`config.mk`:
```
export PLATFORM = sky130hd
export DESIGN_NAME = parity_chk_accum
export DESIGN_NICKNAME = d
export VERILOG_FILES = /design/src/rtl/parity_chk_accum_pkg.sv /design/src/rtl/sat_err_cnt.sv /design/src/rtl/parity_chk_accum.sv
export SDC_FILE = /design/constraint.sdc
export NUM_CORES = 1
export LEC_CHECK = 0
export CORE_ASPECT_RATIO = 0.8
export CORE_MARGIN = 5
export CORE_UTILIZATION = 30
export DETAILED_ROUTE_END_ITERATION = 12
export GPL_ROUTABILITY_DRIVEN = 0
export SLEW_MARGIN = 20
export SYNTH_ARGS = -nofsm -noshare
export SYNTH_HDL_FRONTEND = slang
export SYNTH_SLANG_ARGS = --single-unit
```
`constraint.sdc`:
```
create_clock -name CLK -period 2.28 [get_ports CLK]
set_input_delay 0.342 -clock CLK [delete_from_list [all_inputs] [get_ports CLK]]
set_output_delay 0.342 -clock CLK [all_outputs]
set_load 0.01 [all_outputs]
```
`src/rtl/parity_chk_accum_pkg.sv`:
```
// +----------------------------------------------------------------------+
// | Module   : parity_chk_pkg                                            |
// | Brief    : Parity type encodings, FSM states and expected-bit helper |
// | Revision : 1.0                                                        |
// +----------------------------------------------------------------------+
`default_nettype none

package parity_chk_pkg;

  localparam logic [1:0] PAR_EVEN  = 2'b00;
  localparam logic [1:0] PAR_ODD   = 2'b01;
  localparam logic [1:0] PAR_MARK  = 2'b10;
  localparam logic [1:0] PAR_SPACE = 2'b11;

  typedef enum logic [1:0] {
    IDLE     = 2'd0,
    ACCUM    = 2'd1,
    WAIT_PAR = 2'd2
  } state_t;

  // acc holds the XOR of all data bits, i.e. the even-parity bit
  function automatic logic expected_par(input logic [1:0] typ, input logic acc);
    case (typ)
      PAR_EVEN: return acc;
      PAR_ODD:  return ~acc;
      PAR_MARK: return 1'b1;
      default:  return 1'b0;
    endcase
  endfunction

endpackage

`default_nettype wire

```
`src/rtl/sat_err_cnt.sv`:
```
// +----------------------------------------------------------------------+
// | Module   : sat_err_cnt                                               |
// | Brief    : Saturating event counter with clear; increment beats clear|
// | Revision : 1.0                                                        |
// +----------------------------------------------------------------------+
`default_nettype none

module sat_err_cnt #(
  parameter int CNT_WIDTH = 8
) (
  input  logic                 CLK,
  input  logic                 RST,
  input  logic                 i_inc,
  input  logic                 i_clr,
  output logic [CNT_WIDTH-1:0] o_cnt
);

  localparam logic [CNT_WIDTH-1:0] c_MAX = '1;
  localparam logic [CNT_WIDTH-1:0] c_ONE = CNT_WIDTH'(1);

  logic [CNT_WIDTH-1:0] r_cnt;

  // A clear coinciding with an event counts that event from zero
  always_ff @(posedge CLK) begin
    if (RST)
      r_cnt <= '0;
    else if (i_inc && i_clr)
      r_cnt <= c_ONE;
    else if (i_inc && (r_cnt != c_MAX))
      r_cnt <= r_cnt + c_ONE;
    else if (i_clr)
      r_cnt <= '0;
  end

  assign o_cnt = r_cnt;

endmodule

`default_nettype wire

```
`src/rtl/parity_chk_accum.sv`:
```
// +----------------------------------------------------------------------+
// | Module   : parity_chk_accum                                          |
// | Brief    : Serial UART Rx parity accumulator/checker with error stats|
// |            Optional macro PAR_ERR_CNT_EN enables the error counter.  |
// | Revision : 1.0                                                        |
// +----------------------------------------------------------------------+
`default_nettype none

module parity_chk_accum
  import parity_chk_pkg::*;
#(
  parameter int DATA_WIDTH = 8,
  parameter int CNT_WIDTH  = 8
) (
  input  logic                 CLK,
  input  logic                 RST,
  input  logic                 PAR_EN,
  input  logic [1:0]           PAR_TYP,
  input  logic                 frame_start,
  input  logic                 data_bit_vld,
  input  logic                 par_chk_en,
  input  logic                 sampled_bit,
  input  logic                 err_clr,
  output logic                 chk_done,
  output logic                 par_err,
  output logic                 len_err,
  output logic                 par_err_sticky,
  output logic [CNT_WIDTH-1:0] err_cnt
);

  localparam int                  c_BCNT_W = $clog2(DATA_WIDTH + 1);
  localparam logic [c_BCNT_W-1:0] c_LAST   = c_BCNT_W'(DATA_WIDTH - 1);
  localparam logic [c_BCNT_W-1:0] c_ONE    = c_BCNT_W'(1);

  state_t              r_state, w_state_nxt;
  logic                r_par_en, w_par_en_nxt;
  logic [1:0]          r_par_typ, w_par_typ_nxt;
  logic                r_acc, w_acc_nxt;
  logic [c_BCNT_W-1:0] r_bit_cnt, w_bit_cnt_nxt;
  logic                r_chk_done, w_chk_done_nxt;
  logic                r_par_err, w_par_err_nxt;
  logic                r_len_err, w_len_err_nxt;
  logic                r_sticky;
  logic                w_err_evt;

  always_ff @(posedge CLK) begin
    if (RST) begin
      r_state    <= IDLE;
      r_par_en   <= 1'b0;
      r_par_typ  <= PAR_EVEN;
      r_acc      <= 1'b0;
      r_bit_cnt  <= '0;
      r_chk_done <= 1'b0;
      r_par_err  <= 1'b0;
      r_len_err  <= 1'b0;
    end else begin
      r_state    <= w_state_nxt;
      r_par_en   <= w_par_en_nxt;
      r_par_typ  <= w_par_typ_nxt;
      r_acc      <= w_acc_nxt;
      r_bit_cnt  <= w_bit_cnt_nxt;
      r_chk_done <= w_chk_done_nxt;
      r_par_err  <= w_par_err_nxt;
      r_len_err  <= w_len_err_nxt;
    end
  end

  // frame_start outranks every strobe; par_chk_en outranks data_bit_vld
  always_comb begin
    w_state_nxt    = r_state;
    w_par_en_nxt   = r_par_en;
    w_par_typ_nxt  = r_par_typ;
    w_acc_nxt      = r_acc;
    w_bit_cnt_nxt  = r_bit_cnt;
    w_chk_done_nxt = 1'b0;
    w_par_err_nxt  = r_par_err;
    w_len_err_nxt  = 1'b0;
    if (frame_start) begin
      w_state_nxt   = ACCUM;
      w_par_en_nxt  = PAR_EN;
      w_par_typ_nxt = PAR_TYP;
      w_acc_nxt     = 1'b0;
      w_bit_cnt_nxt = '0;
    end else begin
      case (r_state)
        IDLE: ;
        ACCUM: begin
          if (par_chk_en) begin
            w_chk_done_nxt = 1'b1;
            w_par_err_nxt  = 1'b1;
            w_len_err_nxt  = 1'b1;
            w_state_nxt    = IDLE;
          end else if (data_bit_vld) begin
            w_acc_nxt     = r_acc ^ sampled_bit;
            w_bit_cnt_nxt = r_bit_cnt + c_ONE;
            if (r_bit_cnt == c_LAST)
              w_state_nxt = r_par_en ? WAIT_PAR : IDLE;
          end
        end
        WAIT_PAR: begin
          if (par_chk_en) begin
            w_chk_done_nxt = 1'b1;
            w_par_err_nxt  = (sampled_bit != expected_par(r_par_typ, r_acc));
            w_state_nxt    = IDLE;
          end
        end
        default: w_state_nxt = IDLE;
      endcase
    end
  end

  assign w_err_evt = w_chk_done_nxt & w_par_err_nxt;

  always_ff @(posedge CLK) begin
    if (RST)
      r_sticky <= 1'b0;
    else if (w_err_evt)
      r_sticky <= 1'b1;
    else if (err_clr)
      r_sticky <= 1'b0;
  end

`ifdef PAR_ERR_CNT_EN
  sat_err_cnt #(
    .CNT_WIDTH (CNT_WIDTH)
  ) u_sat_err_cnt (
    .CLK   (CLK),
    .RST   (RST),
    .i_inc (w_err_evt),
    .i_clr (err_clr),
    .o_cnt (err_cnt)
  );
`else
  assign err_cnt = '0;
`endif

  assign chk_done       = r_chk_done;
  assign par_err        = r_par_err;
  assign len_err        = r_len_err;
  assign par_err_sticky = r_sticky;

endmodule

`default_nettype wire

```
==> results_dict.tcl, run 1 <==
set metrics [dict create \
    status "completed" \
    cts_hold_buf 0 \
    r2r_slack_ps 760 \
    critPathKind "input port to flop" \
    synth_cells 79 \
    cts_resized 0 \
    utilization_pct 37.3 \
    ys_ff_latch 14 \
    synth_ff_type "dfxtp_1" \
    syn_area_per_cell_um2 9.76 \
    syn_to_final_growth_pct 19.2 \
    postCtsSetupBuffers 0 \
    ys_async_sr_fraction_pct 0 \
    htreeDepth 1 \
    gr-total-overflow 0 \
    clock-sinks 14 \
    drv_slew 0 \
    setup_tns_ps 0 \
    p_leak_nw 0.368 \
    grt_util_all_layers_pct 8.35 \
    setup_viol 0 \
    final_cell_mix "14 x dfxtp_1, 13 x clkdlybuf4s50_1, 8 x nor2_1, 8 x conb_1, 5 x mux2i_1" \
    first_pass_iters 4 \
    grt_pass1_wl_mm 2.42 \
    routed_wl_mm 1.40 \
    root_buffer "clkbuf_4" \
    wl_per_cell_um 10.9 \
    ios 22 \
    crit_required_ps 2440 \
    portBuffers 13 \
    final.min_clock_period_ps 1560 \
    startpoint_type "input port" \
    clkTransAtPathRegs_ps 80 \
    synth_enable_flop_cells 0 \
    core-area_um2 2460 \
    path_max_fanout 10 \
    die_h_um 55.3 \
    dieArea_um2 3690 \
    synth_area_um2 771 \
    ys_warn_count 0 \
    antenna_found_initial 0 \
    drc 0 \
    grt_setup_unrepaired "false" \
    drive_gt1_share_pct 8.70 \
    die_w_um 66.7 \
    cts_buffers 3 \
    finClkSkew_ps 1.90 \
    initial_core_util_pct 31.3 \
    fmax_ghz 0.642 \
    hpwl_mm 1.07 \
    synth_cell_types 32 \
    layout.nets 108 \
    final_common_cell "dfxtp_1" \
    grt_pass1_vias 559 \
    clockBufferDepth 2 \
    finalNonFillerCells 128 \
    crit_path_end_kind "flop" \
    initialDrtViolationCount 21 \
    peakVddDrop_v 0.000225 \
    fin_total_pwr_mw 0.474 \
    regArea_um2 280 \
    cp.arrival_ps 1720 \
    ant_nets 0 \
    dp_cells 125 \
    worst_hold_slack_ps 474 \
    multi_input_area_um2 429 \
    num_vias 549 \
    finalHoldViolCount 0 \
    yosysSeqAreaShare_pct 36.4 \
    grt_max_degree 11 \
    hold_class "flop to flop" \
    power_density_nw_per_um2 516 \
    fillers 254 \
    n_antenna_cell 0 \
    row_count 16 \
    viasPerCell 4.29 \
    tritoncts "yes" \
    maxCapViolCount 0 \
    worst_skew_pair.late_latency_ps 270 \
    finalCritPeriodShare_pct 68.3 \
]
cell usage after synthesis (all sizes together) (2+ instances only):
library cell	n	area (µm²)
nand4b	3	26.3
xor2	3	26.3
a21oi	2	10.0
buf	10	76.3
nor2	8	30.0
inv	3	11.3
nand3	3	15.0
o21ai	3	15.0
or3b	2	17.5
ha	4	50.1
dfxtp	14	280
nand2	3	11.3
mux2i	5	50.1
where the power goes:
| group | internal, mW | switching [mW] | total (mW) | leakage, nW |
|---|---|---|---|---|
| registers | 0.252 | 0.00472 | 0.257 | 0.114 |
| logic | 0.0419 | 0.0405 | 0.0824 | 0.240 |
| clock network | 0.0611 | 0.0738 | 0.135 | 0.0138 |
| total | 0.355 | 0.119 | 0.474 | 0.368 |
kinds of logic after synthesis:
| group | count (synthesis) | share of synthesized area, % |
|---|---|---|
| muxes | 5 | 6.49 |
| adders and majority gates | 4 | 6.49 |
| buffers and inverters | 13 | 11.4 |
| DFF | 14 | 36.4 |
| and+or+nand+nor | 28 | 23.9 |
| other | 1 | 0.487 |
| AOI/OAI and AO/OA | 10 | 10.4 |
| xor gates and xnor gates | 4 | 4.55 |
critical path, stage by stage:
cell and delay (ps):
clkdlybuf4s50_1 610, or3b_1 490, a22oi_1 190, o21ai_1 80
through the flow:
stage,setup slack [ps],instance area [µm²]
6_report,723,918
5_1_grt,633,918
4_1_cts,721,918
3_5_place_dp,448,896
3_3_place_gp,430,896
2_1_floorplan,894,797
cell type report:
cell class	instances	share of cell area, %
clock buffers	3	2.45
inverters	3	1.23
multi-input cells	59	46.7
flip-flops and latches	14	30.5
well taps	36	4.90
repair buffers	13	14.2
worst paths after layout:
path | start | endpoint | cells past startpoint
worst max-delay path | frame_start | par_err_sticky | 4
worst min-delay path | r_par_en | r_state[1] | 2
worst max register to register | r_state[1] | par_err_sticky | 5
worst min register to register | r_par_en | r_state[1] | 2
metal layers:
layer  vias up  GRT usage, %  part of all wire (%)
met3         2          5.48                    10
met4         0         0.870                  0.79
li1        285             -                     -
met1       239          11.0                    51
met2        23          11.7                    38
met5         -             0                     0
registers in the layout, summed over array words and instances (netlist names):
signal          count
chk_done            1
len_err             1
par_err             1
par_err_sticky      1
r_acc               1
r_bit_cnt           4
r_par_en            1
r_par_typ           2
r_state             2
Power figures use the tool's default switching activity.
==> inputs of run 2 (changes only) <==
Clock period 2.28 ns to 1.6 ns, I/O delays scaled along.
==> run 2 against run 1 <==
Net effect: die area did not move; final area up 5.9%; first-iteration DRC count decreased by 71%; count of clock-buffer cells in the layout unchanged; combinational power is 65% higher; clock power is 47% higher; via count increased by 4.2%; critical path depth is 1 higher.
==> results_dict.tcl, run 2 (synthesis results as in run 1) <==
set metrics [dict create \
    die_h_um 55.3 \
    status "completed" \
    worst_skew_pair.late_latency_ps 280 \
    wl_met3_um 125 \
    drv_slew 0 \
    clockBufferDepth 2 \
    hpwl_mm 1.21 \
    num_vias 572 \
    grt_setup_unrepaired "false" \
    core-area_um2 2460 \
    clock-sinks 14 \
    fin_total_pwr_mw 0.701 \
    initial_core_util_pct 31.3 \
    wl_per_cell_um 11.8 \
    row_count 16 \
    root_buffer "clkbuf_4" \
    top_layer "met4" \
    r2r_slack_ps 130 \
    final.min_clock_period_ps 1470 \
    fillers 254 \
    maxCapViolCount 0 \
    tritoncts "yes" \
    largest_register_ffs 4 \
    initialDrtViolationCount 6 \
    grt_pass1_vias 579 \
    timing.final.ws_setup_ps 129 \
    dieArea_um2 3690 \
    portBuffers 13 \
    setup_viol 0 \
    regMostFlops "r_bit_cnt" \
    peakVddDrop_v 0.000373 \
    drive_gt1_share_pct 16.5 \
    final_cell_mix "13 x dfxtp_1, 13 x clkdlybuf4s50_1, 8 x nor2_1, 8 x conb_1" \
    first_pass_iters 2 \
    grt_pass1_wl_mm 2.59 \
    startpoint_type "flop" \
    crit_required_ps 1770 \
    path_max_fanout 4 \
    die_w_um 66.7 \
    multi_input_area_um2 444 \
    grt_util_all_layers_pct 9.15 \
    crit_path_end_kind "flop" \
    met1_length_um 763 \
    cts_buffers 3 \
    utilization_pct 39.5 \
    syn_to_final_growth_pct 26.1 \
    gr-total-overflow 0 \
    finalHoldViolCount 0 \
    cp.arrival_ps 1640 \
    wl_met2_um 653 \
    layout.nets 113 \
    cts_resized 0 \
    grt_max_degree 9 \
    p_leak_nw 0.393 \
    post-place-ws_ps 1.37 \
    hold_class "flop to flop" \
    largestRegisters "r_bit_cnt (4), r_par_typ (2), r_state (2)" \
    fmax_ghz 0.680 \
    postCtsSetupBuffers 0 \
    finalCritPeriodShare_pct 91.9 \
    regArea_um2 282 \
    n_antenna_cell 0 \
    ios 22 \
    cts_hold_buf 0 \
    finClkSkew_ps 1.15 \
    antenna_found_initial 0 \
    htreeDepth 1 \
    power_density_nw_per_um2 721 \
    ant_nets 0 \
    critPathKind "flop to flop" \
    clkTransAtPathRegs_ps 80 \
    routed_wl_mm 1.57 \
    viasPerCell 4.30 \
    setup_tns_ps 0 \
    drc 0 \
]
==> run 2: cell types whose count changed in the layout (fill, tap and decap cells not counted) <==
cell     before  now
ha_1          4    2
ha_2          0    1
dfxtp_1      14   13
ha_4          0    1
buf_4         0    5
dfxtp_2       0    1
==> run 2: final cells by class <==
type                    instances  share of cell area, %
flip-flops and latches         14                   29.0
repair buffers                 18                   17.2
multi-input cells              59                   45.7
clock buffers                   3                   2.32
well taps                      36                   4.63
inverters                       3                   1.16
==> run 2: path summary, 6_finish.rpt <==
kind	from	endpoint	cells past startpoint
worst max-delay path	r_state[0]	par_err_sticky	5
worst min-delay path	r_bit_cnt[1]	r_bit_cnt[1]	2
worst max register to register	r_state[0]	par_err_sticky	5
worst min register to register	r_bit_cnt[1]	r_bit_cnt[1]	2
==> run 2: stage by stage <==
stage | cell area (µm²) | hold slack, ps | instances
after global routing | 972 | 505 | 133
after floorplan | 797 | 386 | 86
after global placement | 933 | 468 | 130
after detailed placement | 933 | 474 | 130
after CTS | 956 | 486 | 133
final | 972 | 486 | 133
==> run 2: layer usage <==
layer	track usage [%]	up-vias
met1	11.5	252
met5	0	-
met2	13.3	20
li1	-	295
met4	3.48	0
met3	4.46	5
==> run 2: report_power, final <==
group	switching (mW)	internal (mW)	leakage (nW)	total [mW]
clock	0.112	0.0873	0.0138	0.199
sequential	0.00700	0.359	0.115	0.366
combinational	0.0637	0.0719	0.265	0.136
==> run 2: worst max-delay path: stages (launching register included) <==
cell and delay [ps]:
dfxtp_1 350, inv_1 100, ha_4 280, or3b_1 370, a22oi_1 180, o21ai_1 80
==> inputs of run 3 (changes only) <==
Settings changed: CORE_UTILIZATION 30 to 45, PLACE_DENSITY set to 0.76.
==> run 3 against run 2 <==
Net effect: critical path type unchanged; sequential power is essentially flat; count of clock-buffer cells in the layout is 1 higher; register-to-register slack got worse by 60 ps; core utilization up 20 points; critical path depth is the same; routed wire length fell by 3.3%; via count up 3.8%; combinational power shrank 3%; critical endpoint unchanged; global-route usage increased by 3.7 points; largest cell class unchanged; first-iteration DRC count stayed put; fmax is 3.8% lower.
==> results_dict.tcl, run 3 (synthesis results as in run 1) <==
set metrics [dict create \
    maxCapViolCount 0 \
    drive_gt1_share_pct 17.2 \
    row_count 13 \
    wl_per_cell_um 12.5 \
    finalCritPeriodShare_pct 95.5 \
    crit_required_ps 1780 \
    antenna_found_initial 0 \
    largest_register_ffs 4 \
    initialDrtViolationCount 6 \
    dieArea_um2 2650 \
    seqPwrFrac_pct 48.4 \
    drv_slew 0 \
    clkTransAtPathRegs_ps 90 \
    cp.arrival_ps 1710 \
    num_vias 594 \
    setup_viol 0 \
    p_leak_nw 0.404 \
    grt_pass1_vias 569 \
    syn_to_final_growth_pct 25.0 \
    fmax_ghz 0.654 \
    grt_pass1_wl_mm 2.48 \
    die_w_um 56.3 \
    critPathKind "flop to flop" \
    clockBufferDepth 2 \
    layout.nets 114 \
    die_h_um 47.0 \
    hpwl_mm 1.20 \
    ios 22 \
    htreeDepth 1 \
    worst_hold_slack_ps 483 \
    viasPerCell 4.91 \
    core-area_um2 1630 \
    r2r_slack_ps 70 \
    grt_util_all_layers_pct 12.8 \
    largestRegisters "r_bit_cnt (4), r_par_typ (2), r_state (2)" \
    drc 0 \
    gr-total-overflow 0 \
    status "completed" \
    clock-sinks 14 \
    final_area_um2 963 \
    fin_total_pwr_mw 0.757 \
    tritoncts "yes" \
    path_max_fanout 4 \
    worst_skew_pair.late_latency_ps 280 \
    portBuffers 13 \
    finClkSkew_ps 7.27 \
    initial_core_util_pct 47.4 \
    peakVddDrop_v 0.000566 \
    finalHoldViolCount 0 \
    grt_max_degree 11 \
    placed_area_um2 923 \
    cell_internal_pwr_mw 0.568 \
    ant_nets 0 \
    cts_buffers 3 \
    final_cell_mix "13 x dfxtp_1, 13 x clkdlybuf4s50_1, 8 x nor2_1, 8 x conb_1, 6 x buf_4" \
    regMostFlops "r_bit_cnt" \
    n_antenna_cell 0 \
    hold_class "flop to flop" \
    swShare_pct 24.9 \
    cts_hold_buf 0 \
    power_density_nw_per_um2 785 \
    grt_setup_unrepaired "false" \
    startpoint_type "flop" \
    switchingPower_mw 0.189 \
    crit_path_end_kind "flop" \
    combPwrFrac_pct 17.4 \
    routed_wl_mm 1.51 \
    clock_power_share_pct 34.2 \
    first_pass_iters 4 \
    root_buffer "clkbuf_4" \
    final.min_clock_period_ps 1530 \
]
run 3: cell types whose count changed in the layout (fill, tap and decap cells not counted):
cell / before / now
ha_4: 1 / 0
buf_4: 5 / 6
clkbuf_8: 0 / 1
ha_1: 2 / 3
run 3: worst max-delay path, cell delays in order, from the launching register on:
cell and delay, ps:
dfxtp_2 360, inv_1 70, ha_1 320, or3b_1 390, a22oi_1 190, o21ai_1 90
run 3: repair_timing:
item / 4_1_cts / 5_1_grt
buffers inserted: 0 / 0
endpoints found under the setup margin: 0 / 2
hold endpoints to repair: 0 / 0
resized for setup: 0 / 2
run 3: final timing paths:
path | start | endpoint | depth (start not counted)
worst max-delay path | r_state[1] | par_err_sticky | 5
worst min-delay path | r_state[1] | r_state[1] | 2
worst max register to register | r_state[1] | par_err_sticky | 5
worst min register to register | r_state[1] | r_state[1] | 2
run 3: per-stage QoR:
stage,setup slack (ps),setup TNS [ps],instances,util (%)
global placement,-7.64,-7.64,117,56.8
global route,6.09,0,121,59.2
floorplan,214,0,86,-
CTS,43.2,0,121,59.0
detailed placement,-65.0,-158,117,56.8
finish,71.7,0,121,59.2
run 3: cell type report:
| type | instances | area, µm² |
|---|---|---|
| Multi-Input combinational cell | 59 | 432 |
| Fill cell | 142 | 663 |
| Timing Repair Buffer | 19 | 175 |
| Clock buffer | 4 | 36.3 |
| Tap cell | 22 | 27.5 |
| Sequential cell | 14 | 282 |
| Inverter | 3 | 11.3 |
run 3: power by group through the flow:
stage               logic (mW)  registers (mW)  clock network, mW
floorplan               0.0896           0.374                  0
global placement         0.126           0.374                  0
detailed placement       0.130           0.374                  0
CTS                      0.130           0.366              0.264
global route             0.142           0.368              0.284
finish                   0.132           0.366              0.259
run 3: layer usage:
metal	GRT usage, %	routed length (µm)
met1	14.3	704
met2	22.4	689
met3	5.22	106
met4	5.69	12
met5	0	0
==> RTL change 1, RTL diff (config.mk and constraints of run 3) <==
Set the parameter `CNT_WIDTH` to 6 (it was 8).
--- a/src/rtl/parity_chk_accum.sv
+++ b/src/rtl/parity_chk_accum.sv
@@ -11,5 +11,5 @@
 #(
   parameter int DATA_WIDTH = 8,
-  parameter int CNT_WIDTH  = 8
+  parameter int CNT_WIDTH  = 6
 ) (
   input  logic                 CLK,
Ports: changed (resized err_cnt); port bits go from 22 to 20. No check against the original RTL was run, so the function may have changed too.
==> RTL change 1 against run 3 <==
- sequential cell count stayed put
- area after synthesis down 1.9%
- critical path type unchanged
- power down 1.1%
- clock skew shrank 0.0022 ns
- setup slack improved by 0.014 ns
- utilization grew 0.054 points
- design area fell by 0.91%
- wire length shrank 1.8%
==> RTL change 1: results (changes against run 3) <==
Global route
  • Gr usage total: 0.132 (was 0.128)
  • M1 GR Usage: 0.144 (was 0.143)
  • Met3 capacity usage during global routing: 0.0560 (was 0.0522)
  • Vias in the first global route: 599 (was 569)
  • Largest net degree at the start of global routing: 9 (was 11)

Routing
  • Routed WL: 1490 um (was 1510 um)
  • Metal-1 WL: 682 um (was 704 um)
  • Via count: 582 (was 594)
  • Met2 Wirelength: 702 um (was 689 um)
  • Initial DRC count: 12 (was 6)
  • Met3 wire length: 92 um (was 106 um)
  • Vias/cell: 4.89 (was 4.91)

STA
  • Clk_skew: 0.00507 ns (was 0.00727 ns)
  • WHS: 0.488 ns (was 0.483 ns)
  • Max Fclk: 661 MHz (was 654 MHz)

Logic synthesis
  • Commonest cells post-synth: dfxtp_1 (14), nor2_1 (8), buf_4 (6) (was dfxtp_1 (14), buf_4 (8), nor2_1 (8))
  • Dominant cells by area after synthesis: dfxtp_1 (37%), ha_1 (6.6%), mux2i_1 (6.6%) (was dfxtp_1 (36%), buf_4 (7.8%), ha_1 (6.5%))
  • Syn Area/Cell: 9.81 sq um (was 9.76 sq um)

Placed design
  • Dpl ws: -0.000249 ns (was -0.0650 ns)
  • Detail Placement HPWL: 1210 um (was 1200 um)

Pwr
  • Max IR drop VDD: 446 uV (was 566 uV)
  • Power, Total: 0.000748 W (was 0.000757 W)
  • Leakage: 0.397 nW (was 0.404 nW)

Cells and area
  • NumNets Final: 112 (was 114)
  • Share of cells above drive strength 1: 0.165 (was 0.172)
  • Filler cells: 138 (was 142)

Status
  • Status: completed (unchanged)
-- RTL change 1: layout make-up --
| class | count | area, sq um | share of cell area |
|---|---|---|---|
| clock buffers | 4 | 36.3 | 0.0380 |
| multi-input cells | 57 | 424 | 0.444 |
| inverters | 3 | 11.3 | 0.0118 |
| well taps | 22 | 27.5 | 0.0288 |
| repair buffers | 19 | 175 | 0.183 |
| flip-flops and latches | 14 | 280 | 0.294 |
-- RTL change 1: kinds of logic (layout without fill, tap and decap cells) --
logic type / count (synthesis) / count (layout) / synth area share
mux: 5 / 5 / 0.0662
other cells: 1 / 6 / 0.00496
flops: 14 / 14 / 0.371
fa+ha+maj: 4 / 4 / 0.0662
simple gates: 28 / 28 / 0.243
xor+xnor: 4 / 4 / 0.0464
buf+inv: 11 / 26 / 0.0960
compound gates: 10 / 10 / 0.106
-- RTL change 1: worst min-delay path: cells and delay by family (launching register included) --
kind / cells / cell delay [ns]
flops: 1 / 0.33
mux: 1 / 0.05
simple gates: 1 / 0.06
==> RTL change 2, RTL diff (config.mk and constraints of run 3) <==
Made on the original files. One comparison of `r_bit_cnt` changes from == to >=.
--- a/src/rtl/parity_chk_accum.sv
+++ b/src/rtl/parity_chk_accum.sv
@@ -94,5 +94,5 @@
             w_acc_nxt     = r_acc ^ sampled_bit;
             w_bit_cnt_nxt = r_bit_cnt + c_ONE;
-            if (r_bit_cnt == c_LAST)
+            if (r_bit_cnt >= c_LAST)
               w_state_nxt = r_par_en ? WAIT_PAR : IDLE;
           end
Check against the original RTL: no difference found for any inputs over 10 cycles, from zero or initial values and one cycle with RST high; that may be too few to reach the edited logic, so the function may still have changed.
==> RTL change 2 against run 3 <==
- power down 4.3%
- area after synthesis down 4.9%
- global-route usage up 0.14 points
- wire length down 15%
- design area down 7.0%
- via count down 7.1%
- critical path depth down 4
- count of clock-buffer cells in the layout unchanged
- setup slack better by 0.12 ns
- sequential cell count unchanged
- non-clock buffer count down 4
- largest cell class unchanged
- highest routed layer unchanged
==> RTL change 2: results (changes against run 3) <==
Status
  • Status: completed (unchanged)

Global route
  • First-pass GRT wire length: 2230 um (was 2480 um)
  • Gr usage total: 0.130 (was 0.128)
  • Met2 Resource Use GR: 0.191 (was 0.224)
  • Met3 capacity usage during global routing: 0.0809 (was 0.0522)
  • M1 GR Usage: 0.154 (was 0.143)
  • Vias in the first global route: 519 (was 569)
  • Largest net degree at the start of global routing: 9 (was 11)

CTS
  • Post-CTS setup buffers: 0 (unchanged)
  • CTS Buf Count: 3 (unchanged)

Worst setup path
  • Crit-path leading delay family: buffers and inverters (was simple AND/OR/NAND/NOR gates)
  • Slowest-stage cell, CP: clkdlybuf4s50_1 (was or3b_1)
  • R2R setup slack: 0.24 ns (was 0.07 ns)
  • Max incr delay on CP: 0.54 ns (was 0.39 ns)
  • Critical-path maximum fanout: 2 (was 4)
  • CP Data Arrival Time: 1.17 ns (was 1.71 ns)

Cells and area
  • NumNets Final: 112 (was 114)
  • Share of cells above drive strength 1: 0.134 (was 0.172)
  • Filler cells: 155 (was 142)

Logic synthesis
  • Commonest cells post-synth: dfxtp_1 (14), nor2_1 (11), buf_4 (8) (was dfxtp_1 (14), buf_4 (8), nor2_1 (8))
  • Dominant cells by area after synthesis: dfxtp_1 (38%), mux2i_1 (8.2%), buf_4 (8.2%) (was dfxtp_1 (36%), buf_4 (7.8%), ha_1 (6.5%))
  • Mapped Cells: 82 (was 79)
  • Register area share after synthesis: 0.382 (was 0.364)
  • Post-synthesis cell type count: 29 (was 32)

Placed design
  • Placed cell count: 115 (was 117)
  • Post-DP Area: 860 sq um (was 923 sq um)
  • Detail Placement HPWL: 1040 um (was 1200 um)
  • Dpl ws: -0.0141 ns (was -0.0650 ns)

Pwr
  • Leakage: 0.384 nW (was 0.404 nW)
  • Net Switching: 0.000173 W (was 0.000189 W)
  • Comb power: 0.000103 W (was 0.000132 W)
  • Max IR drop VDD: 729 uV (was 566 uV)
  • Flop pwr share: 0.503 (was 0.484)

Routing
  • Vias/cell: 4.64 (was 4.91)
  • Met3 wire length: 133 um (was 106 um)
  • Met2 Wirelength: 577 um (was 689 um)
  • Initial DRC count: 9 (was 6)
  • DR WL/cell: 10.8 um (was 12.5 um)
  • DRT Pass-1 Iters: 4 (unchanged)
  • Metal-1 WL: 564 um (was 704 um)
  • Via count: 552 (was 594)

STA
  • WHS: 0.482 ns (was 0.483 ns)
  • Max Fclk: 708 MHz (was 654 MHz)
  • Clk_skew: 0.00434 ns (was 0.00727 ns)
[RTL change 2: path summary, 6_finish.rpt]
| path | start | end | cells after the start |
|---|---|---|---|
| max | par_err_sticky | par_err_sticky | 1 |
| min | par_err_sticky | par_err_sticky | 2 |
| max reg2reg | r_state[1] | r_state[0] | 6 |
| min reg2reg | par_err_sticky | par_err_sticky | 2 |
[RTL change 2: cell families after synthesis]
| family | after synthesis | share of synthesized area |
|---|---|---|
| AND/OR/NAND/NOR | 28 | 0.193 |
| XOR/XNOR | 5 | 0.0597 |
| flip-flops | 14 | 0.382 |
| buffers and inverters | 17 | 0.130 |
| AO/OA/AOI/OAI | 7 | 0.0802 |
| adder cells (fa/ha/maj) | 4 | 0.0683 |
| other | 1 | 0.00511 |
| multiplexers | 6 | 0.0819 |
[RTL change 2: layout make-up]
cell class	count	area, sq um	share of cell area
flip-flops and latches	14	280	0.313
multi-input cells	58	384	0.429
well taps	22	27.5	0.0307
clock buffers	4	36.3	0.0405
repair buffers	15	145	0.162
inverters	6	22.5	0.0251
